[config.mk]
export PLATFORM = sky130hd
export DESIGN_NAME = sequenciador_valvula
export DESIGN_NICKNAME = d
export VERILOG_FILES = /design/src/rtl/sequenciador_valvula_pkg.sv /design/src/rtl/sequenciador_valvula_contador.sv /design/src/rtl/sequenciador_valvula.sv
export SDC_FILE = /design/constraint.sdc
export NUM_CORES = 1
export LEC_CHECK = 0
export CAP_MARGIN = 20
export CORE_MARGIN = 5
export CORE_UTILIZATION = 44
export DETAILED_ROUTE_END_ITERATION = 12
export GPL_TIMING_DRIVEN = 0
export PLACE_DENSITY_LB_ADDON = 0.15
export SLEW_MARGIN = 20
export SYNTH_ARGS = -nofsm -noshare
export SYNTH_HDL_FRONTEND = slang
export SYNTH_SLANG_ARGS = --single-unit
[constraint.sdc]
create_clock -name clock -period 5.9 [get_ports clock]
set_input_delay 1.77 -clock clock [delete_from_list [all_inputs] [get_ports clock]]
set_output_delay 1.77 -clock clock [all_outputs]
set_load 0.05 [all_outputs]
[src/rtl/sequenciador_valvula_pkg.sv]
// Shared types and default timing for the valve dose sequencer.
// The enum values double as the debug state encoding.
package sequenciador_valvula_pkg;

    typedef enum logic [2:0] {
        ST_OCIOSO  = 3'd0,
        ST_DISPARA = 3'd1,
        ST_AGUARDA = 3'd2,
        ST_PAUSA   = 3'd3,
        ST_CONCLUI = 3'd4,
        ST_ERRO    = 3'd5
    } estado_t;

    // The defaults assume a 50 MHz clock_sys.
    localparam longint unsigned TIMEOUT_PADRAO = 64'd3100000000;
    localparam longint unsigned PAUSA_PADRAO   = 64'd50000000;

endpackage

[src/rtl/sequenciador_valvula_contador.sv]
// Up-counter with a synchronous clear. fim is high while the count sits on its
// last value (MODULO-1), so the caller decides what happens next.
module contador_m #(
    parameter int              W      = 8,
    parameter longint unsigned MODULO = 256
) (
    input  logic clock,
    input  logic zera_s,
    input  logic conta,
    output logic fim
);

    localparam logic [W-1:0] ULTIMO = W'(MODULO - 1);

    logic [W-1:0] valor;

    always_ff @(posedge clock) begin
        if (zera_s) begin
            valor <= '0;
        end else if (conta) begin
            valor <= valor + W'(1);
        end
    end

    assign fim = (valor == ULTIMO);

endmodule

[src/rtl/sequenciador_valvula.sv]
// Valve handshake initiator: runs n_doses dose cycles (start pulse, wait for
// fim_valvula, fixed pause), with a per-dose timeout and a level cancel request.
//
// state      | meaning
// OCIOSO     | idle, waiting for iniciar
// DISPARA    | one-cycle start pulse to the valve timer
// AGUARDA    | waiting for the dose-done edge, timeout running
// PAUSA      | fixed gap before the next dose
// CONCLUI    | one-cycle pronto, run finished normally
// ERRO       | a dose timed out; erro held until the next accepted iniciar
module sequenciador_valvula
    import sequenciador_valvula_pkg::*;
#(
    parameter longint unsigned TIMEOUT   = TIMEOUT_PADRAO,
    parameter int              W_TIMEOUT = 32,
    parameter longint unsigned PAUSA     = PAUSA_PADRAO,
    parameter int              W_PAUSA   = 26,
    parameter int              W_DOSES   = 3
) (
    input  logic               clock,
    input  logic               reset,
    input  logic               iniciar,
    input  logic               cancelar,
    input  logic [W_DOSES-1:0] n_doses,
    input  logic               fim_valvula,
    output logic               liga_valvula,
    output logic               ocupado,
    output logic               pronto,
    output logic               erro,
    output logic [W_DOSES-1:0] dose_atual,
    output logic [2:0]         db_estado
);

    estado_t            estado, prox;
    logic               fim_r, fim_ev;
    logic               fim_timeout, fim_pausa;
    logic [W_DOSES-1:0] alvo;
    logic               cancel_q;
    logic               aceita, conta_dose, marca_cancel;
    logic [W_DOSES:0]   dose_prox;
    logic               atinge;

    assign fim_ev    = fim_valvula & ~fim_r;
    assign dose_prox = {1'b0, dose_atual} + {{W_DOSES{1'b0}}, 1'b1};
    assign atinge    = (dose_prox == {1'b0, alvo});

    contador_m #(.W(W_TIMEOUT), .MODULO(TIMEOUT)) u_timeout (
        .clock  (clock),
        .zera_s (reset | (estado == ST_DISPARA)),
        .conta  (estado == ST_AGUARDA),
        .fim    (fim_timeout)
    );

    contador_m #(.W(W_PAUSA), .MODULO(PAUSA)) u_pausa (
        .clock  (clock),
        .zera_s (reset | ((prox == ST_PAUSA) && (estado != ST_PAUSA))),
        .conta  (estado == ST_PAUSA),
        .fim    (fim_pausa)
    );

    always_comb begin
        prox         = estado;
        aceita       = 1'b0;
        conta_dose   = 1'b0;
        marca_cancel = 1'b0;
        case (estado)
            ST_OCIOSO, ST_ERRO: begin
                if (iniciar) begin
                    aceita = 1'b1;
                    prox   = (n_doses == '0) ? ST_CONCLUI : ST_DISPARA;
                end
            end
            // A started dose cannot be aborted: cancel is remembered until fim.
            ST_DISPARA: begin
                prox         = ST_AGUARDA;
                marca_cancel = cancelar;
            end
            ST_AGUARDA: begin
                marca_cancel = cancelar;
                if (fim_ev) begin
                    conta_dose = 1'b1;
                    if (cancel_q | cancelar) prox = ST_OCIOSO;
                    else if (atinge)         prox = ST_CONCLUI;
                    else                     prox = ST_PAUSA;
                end else if (fim_timeout) begin
                    prox = ST_ERRO;
                end
            end
            ST_PAUSA: begin
                if (cancelar)       prox = ST_OCIOSO;
                else if (fim_pausa) prox = ST_DISPARA;
            end
            ST_CONCLUI: prox = ST_OCIOSO;
            default:    prox = ST_OCIOSO;
        endcase
    end

    // Outputs are registered from the next state so they line up with estado.
    always_ff @(posedge clock) begin
        if (reset) begin
            estado       <= ST_OCIOSO;
            fim_r        <= 1'b0;
            liga_valvula <= 1'b0;
            pronto       <= 1'b0;
            ocupado      <= 1'b0;
            erro         <= 1'b0;
            alvo         <= '0;
            dose_atual   <= '0;
            cancel_q     <= 1'b0;
        end else begin
            estado       <= prox;
            fim_r        <= fim_valvula;
            liga_valvula <= (prox == ST_DISPARA);
            pronto       <= (prox == ST_CONCLUI);
            ocupado      <= !(prox inside {ST_OCIOSO, ST_ERRO});
            erro         <= (prox == ST_ERRO);
            if (aceita) begin
                alvo       <= n_doses;
                dose_atual <= '0;
            end else if (conta_dose && (dose_atual != alvo)) begin
                dose_atual <= dose_prox[W_DOSES-1:0];
            end
            if (aceita || (prox == ST_OCIOSO)) begin
                cancel_q <= 1'b0;
            end else if (marca_cancel) begin
                cancel_q <= 1'b1;
            end
        end
    end

    assign db_estado = estado;

endmodule

==> results.toml, run 1 <==
[clock_network]
clkLatencyLatePin_ns = 0.35
htree_levels = 3
postCtsHoldBufs = 0
cts_buffers = 9
cts.sinks = 73
cts_tree = "built"
root_buffer = "clkbuf_8"
cts.repair.resized = 0
post-cts-setup-buffer-count = 0
clock_path_buffers = 2
clkTransAtPathRegs_ns = 0.08

[die]
io_pins = 18
die_y_um = 98.5
initial_utilization = 0.449
rows = 32
die_w_um = 98.5
core_um2 = 7690
dieArea_um2 = 9710

[timing]
period_share = 0.597
skew_ns = 0.0167
holdWs_ns = 0.484
tightestPinTransition_ns = 0.988
tns_ns = 0
rsz0062_at_grt = "false"
period_minus_slack_ns = 3.53
finalHoldViolCount = 0
setup_viol = 0
slew_viol_final = 0
fmax_mhz = 284
max-slew-margin-rel = 0.335

[setup_path]
critPathMaxFanout = 10
crit_arrival_ns = 3.80
critPathCaptureType = "flip-flop"
startpoint_type = "input port"
cp.required_ns = 6.18
critPathKind = "input port to flip-flop"

[detailed_routing]
wirelength_mm = 6.70
drt_iter0_drc = 75
wire_per_inst_um = 12.6
firstDrtPassIters = 4
drc = 0
via_per_inst = 5.08
drt.antenna.violating_nets = 0
num_vias = 2696

[synthesis]
synthArstFlopShare = 0
ys_seq_elements = 73
synth.distinct_cells = 44
ys_warn_count = 0
netlist.area_leader.share = 0.424
syn_area_um2 = 3450
synth_cells = 396
syn_area_per_cell_um2 = 8.71
ys_top_cells_by_area = "dfxtp_1, xor2_1, xnor2_1"
synth_nets = 407
synth_flop_cell = "dfxtp_1"
synth_top_cell_by_area = "dfxtp_1"
synth_edf_count = 0
ys_seq_area_frac = 0.424

[placed_design]
gp_congestion = 0.783
post_dp_cell_area_um2 = 3750
place_hpwl_mm = 4.86
port_buffers = 17
dp_cells = 515

[global_routing]
grt_pass1_vias = 2589
gr-usage-met2 = 0.224
met3_usage = 0.0396
antenna_found_initial = 0
gr-total-overflow = 0
use_met1 = 0.197
grt_start_max_net_pins = 14
grt.busiest_layer = "met2"
grt_usage = 0.147
grt_pass1_wl_mm = 11.8

[power]
pwr_density_cell_nw_per_um2 = 261
finalPower_mw = 1.04
power.leakage_nw = 1.39
ir_worst_vdd_mv = 0.122

[cells_and_area]
syn2layout_area_growth_pct = 15.0
drive_gt1_frac = 0.112
instances_no_fill = 531
num_antenna_cells = 0
layout_common_cells = "dfxtp_1, nor2_1, xor2_1"
final_common_cell = "dfxtp_1"
fillCellCount = 760
final_area_um2 = 3970
nets = 435

[job]
maxCapViolCount = 0

[run_status]
outcome = "finished clean"

[hold_path]
hold_path_class = "flip-flop to flip-flop"
-- final cells by class --
class	instances	area, µm²	area share
plain buffers	12	61.3	0.0155
well taps	102	128	0.0322
multi-input cells	300	1880	0.475
repair buffers	17	170	0.0429
clock inverters	7	95.1	0.0240
clock buffers	9	124	0.0312
flip-flops and latches	73	1460	0.369
inverters	11	41.3	0.0104
-- critical path: stages --
cell and delay, ns:
clkdlybuf4s50_1 0.45, nand2b_1 0.17, nand3_1 0.10, or4_4 0.56
a41oi_4 0.31, o21ai_4 0.15, buf_6 0.19, nor2_2 0.10
-- synthesized netlist by cell type (all sizes together) (2+ instances only) --
cell type	instances
nor2	87
nand3	23
mux2i	5
inv	11
and4	3
or4	3
o22ai	3
and3b	3
ha	3
nor3b	3
a21o	2
nand3b	3
nor2b	2
nor3	9
o211ai	2
a31oi	3
clkbuf	7
buf	5
or2	3
xnor2	30
a21oi	3
dfxtp	73
xor2	31
o21ai	5
nor4	5
and3	16
or3	4
nand4	13
nand2b	3
nand2	26
-- per-layer routing --
| layer | routed length (µm) | vias to the layer above |
|---|---|---|
| met5 | 0 | - |
| met4 | 102 | 0 |
| met3 | 279 | 11 |
| met2 | 2970 | 41 |
| met1 | 3350 | 1250 |
| li1 | - | 1394 |
-- worst paths after layout --
kind / from / end / slack, ns / depth (start not counted)
setup reg to reg: db_estado[0]$_SDFF_PP0_ / u_pausa.valor[5]$_SDFFE_PP0N_ / 3.02 / 8
hold reg to reg: u_pausa.valor[1]$_SDFFE_PP0N_ / u_pausa.valor[1]$_SDFFE_PP0N_ / 0.48 / 2
setup / recovery: fim_valvula / u_pausa.valor[10]$_SDFFE_PP0N_ / 2.37 / 8
hold / removal: u_pausa.valor[1]$_SDFFE_PP0N_ / u_pausa.valor[1]$_SDFFE_PP0N_ / 0.48 / 2
-- sequential cells by signal, summed over array words and instances (netlist names) --
name,flops
fim_r,1
pronto,1
u_timeout.valor,32
u_pausa.valor,26
dose_atual,3
cancel_q,1
liga_valvula,1
ocupado,1
db_estado,3
alvo,3
erro,1
-- through the flow --
step	setup slack (ns)	utilization
3_3_place_gp	2.04	0.487
4_1_cts	2.38	0.516
2_1_floorplan	2.70	-
3_5_place_dp	2.04	0.487
5_1_grt	2.25	0.516
6_report	2.37	0.516
-- cells by family after synthesis --
kind of cell             Yosys count  synth area share
buffers and inverters             23            0.0298
adder cells (fa/ha/maj)            3            0.0109
multiplexers                       5            0.0145
flip-flops                        73             0.424
AO/OA/AOI/OAI                     22            0.0504
XOR/XNOR                          61             0.155
AND/OR/NAND/NOR                  209             0.316
-- power by group --
| part | switching (mW) | internal [mW] |
|---|---|---|
| registers | 0.00426 | 0.500 |
| logic | 0.0646 | 0.0376 |
| clock network | 0.191 | 0.238 |
(Power assumes the default switching activity.)
==> run 2: changes to the inputs <==
clock period = 3.6 ns   (was 5.9 ns; I/O delays follow)
==> results of run 2 <==
The final DEF is identical to that of run 1. Status: finished clean.
Main changes from that run: setup slack after placement 2.04 ns -> 0.433 ns; setup slack after layout 2.37 ns -> 0.718 ns; start point of the critical path fim_valvula -> db_estado[0]$_SDFF_PP0_; end point of the critical path u_pausa.valor[10]$_SDFFE_PP0N_ -> u_pausa.valor[5]$_SDFFE_PP0N_; register-to-register setup slack 3.02 ns -> 0.72 ns; total power 1.04 mW -> 1.70 mW; worst IR drop on VDD 0.122 mV -> 0.201 mV
==> run 3: changes to the inputs <==
clock period = 2.85 ns   (was 3.6 ns; I/O delays follow)
==> results.toml, run 3 (same netlist as run 1, synthesis figures left out) <==
[run_status]
outcome = "finished clean"

[clock_network]
clock_path_buffers = 2
clkTransAtPathRegs_ns = 0.08
cts.sinks = 73
clkLatencyLatePin_ns = 0.35
cts_tree = "built"
htree_levels = 3
postCtsHoldBufs = 0
cts_buffers = 9
root_buffer = "clkbuf_8"

[die]
core_um2 = 7690
rows = 32
io_pins = 18
die_w_um = 98.5
die_y_um = 98.5
initial_utilization = 0.449
dieArea_um2 = 9710

[power]
power.leakage_nw = 1.42
ir_worst_vdd_mv = 0.254
pwr_density_cell_nw_per_um2 = 536
finalPower_mw = 2.16

[timing]
tns_ns = 0
max-slew-margin-rel = 0.611
fmax_mhz = 384
finalHoldViolCount = 0
slew_viol_final = 0
setup_viol = 0
skew_ns = 0.0179
rsz0062_at_grt = "false"
tightestPinTransition_ns = 0.578
period_minus_slack_ns = 2.60
period_share = 0.914

[setup_path]
critPathMaxStageDelay_ns = 0.56
critPathMaxFanout = 10
crit_arrival_ns = 2.88
cp_slowest_cell = "or4_4"
worstPathCellList = "clkdlybuf4s50_1 -> nand2b_1 -> nand3_1 -> or4_4 -> a41oi_4 -> o21ai_4 -> buf_6 -> nor2_2"
critPathCaptureType = "flip-flop"
critPathKind = "input port to flip-flop"
startpoint_type = "input port"
cp.required_ns = 3.13

[detailed_routing]
drt_iter0_drc = 106
num_vias = 2724
wire_per_inst_um = 12.7
via_per_inst = 5.08
drc = 0
wirelength_mm = 6.80
drt.antenna.violating_nets = 0
firstDrtPassIters = 4

[cells_and_area]
largest_reg_flops = 32
final_common_cell = "dfxtp_1"
num_antenna_cells = 0
reg_top3 = "u_timeout.valor: 32 flops, u_pausa.valor: 26 flops"
layout_common_cells = "dfxtp_1, nor2_1, xor2_1"
nets = 440
syn2layout_area_growth_pct = 16.6
regMostFlops = "u_timeout.valor"
instances_no_fill = 536
drive_gt1_frac = 0.129
final_area_um2 = 4020

[job]
maxCapViolCount = 0

[placed_design]
gp_congestion = 0.783
place_hpwl_mm = 4.86
port_buffers = 17
dp_cells = 515
post_dp_cell_area_um2 = 3750

[global_routing]
grt_pass1_wl_mm = 11.8
antenna_found_initial = 0
grt_pass1_vias = 2588
gr-total-overflow = 0
grt_usage = 0.147
grt_start_max_net_pins = 14

[hold_path]
hold_path_class = "flip-flop to flip-flop"
-- run 3: timing repair --
action / CTS / global route
setup endpoints to repair: 9 / 34
pin swaps: 1 / 2
setup buffers: 0 / 5
resized for setup: 0 / 3
-- run 3: routing by layer --
layer  global-route usage  part of all wire  vias to the layer above
li1                     -                 -                     1403
met4               0.0599             0.014                        0
met3               0.0396             0.038                        9
met5                    0                 0                        -
met1                0.197              0.50                     1276
met2                0.224              0.45                       36
-- run 3: stage by stage --
step                hold slack, ns   util  setup WS, ns
detailed placement           0.474  0.487       -0.0923
CTS                          0.485  0.516       0.00867
global route                 0.510  0.523        0.0707
finish                       0.484  0.523         0.245
global placement             0.464  0.487       -0.0913
floorplan                    0.452      -         0.252
-- run 3: power by group --
part	total (mW)	switching, mW	internal (mW)
clock	0.888	0.396	0.493
combinational	0.224	0.137	0.0867
sequential	1.04	0.00879	1.03
total	2.16	0.542	1.61
-- run 3: area by class of cell --
cell class,count,area (µm²)
Clock buffer,9,124
Sequential cell,73,1460
Fill cell,757,3670
Timing Repair Buffer,22,208
Tap cell,102,128
Multi-Input combinational cell,300,1900
Inverter,11,41.3
Clock inverter,7,95.1
Buffer,12,61.3
-- run 3: critical path: cells and delay by family --
family	cells	cell delay, ns
simple gates	4	0.94
buf+inv	2	0.63
compound gates	2	0.45
-- run 3: path summary, 6_finish.rpt --
kind	from	to	slack (ns)	depth (start not counted)
worst max register to register	u_timeout.valor[15]$_SDFFE_PP0P_	u_pausa.valor[5]$_SDFFE_PP0N_	0.25	7
worst min register to register	u_pausa.valor[1]$_SDFFE_PP0N_	u_pausa.valor[1]$_SDFFE_PP0N_	0.48	2
worst max-delay path	fim_valvula	u_pausa.valor[10]$_SDFFE_PP0N_	0.25	8
worst min-delay path	u_pausa.valor[1]$_SDFFE_PP0N_	u_pausa.valor[1]$_SDFFE_PP0N_	0.48	2
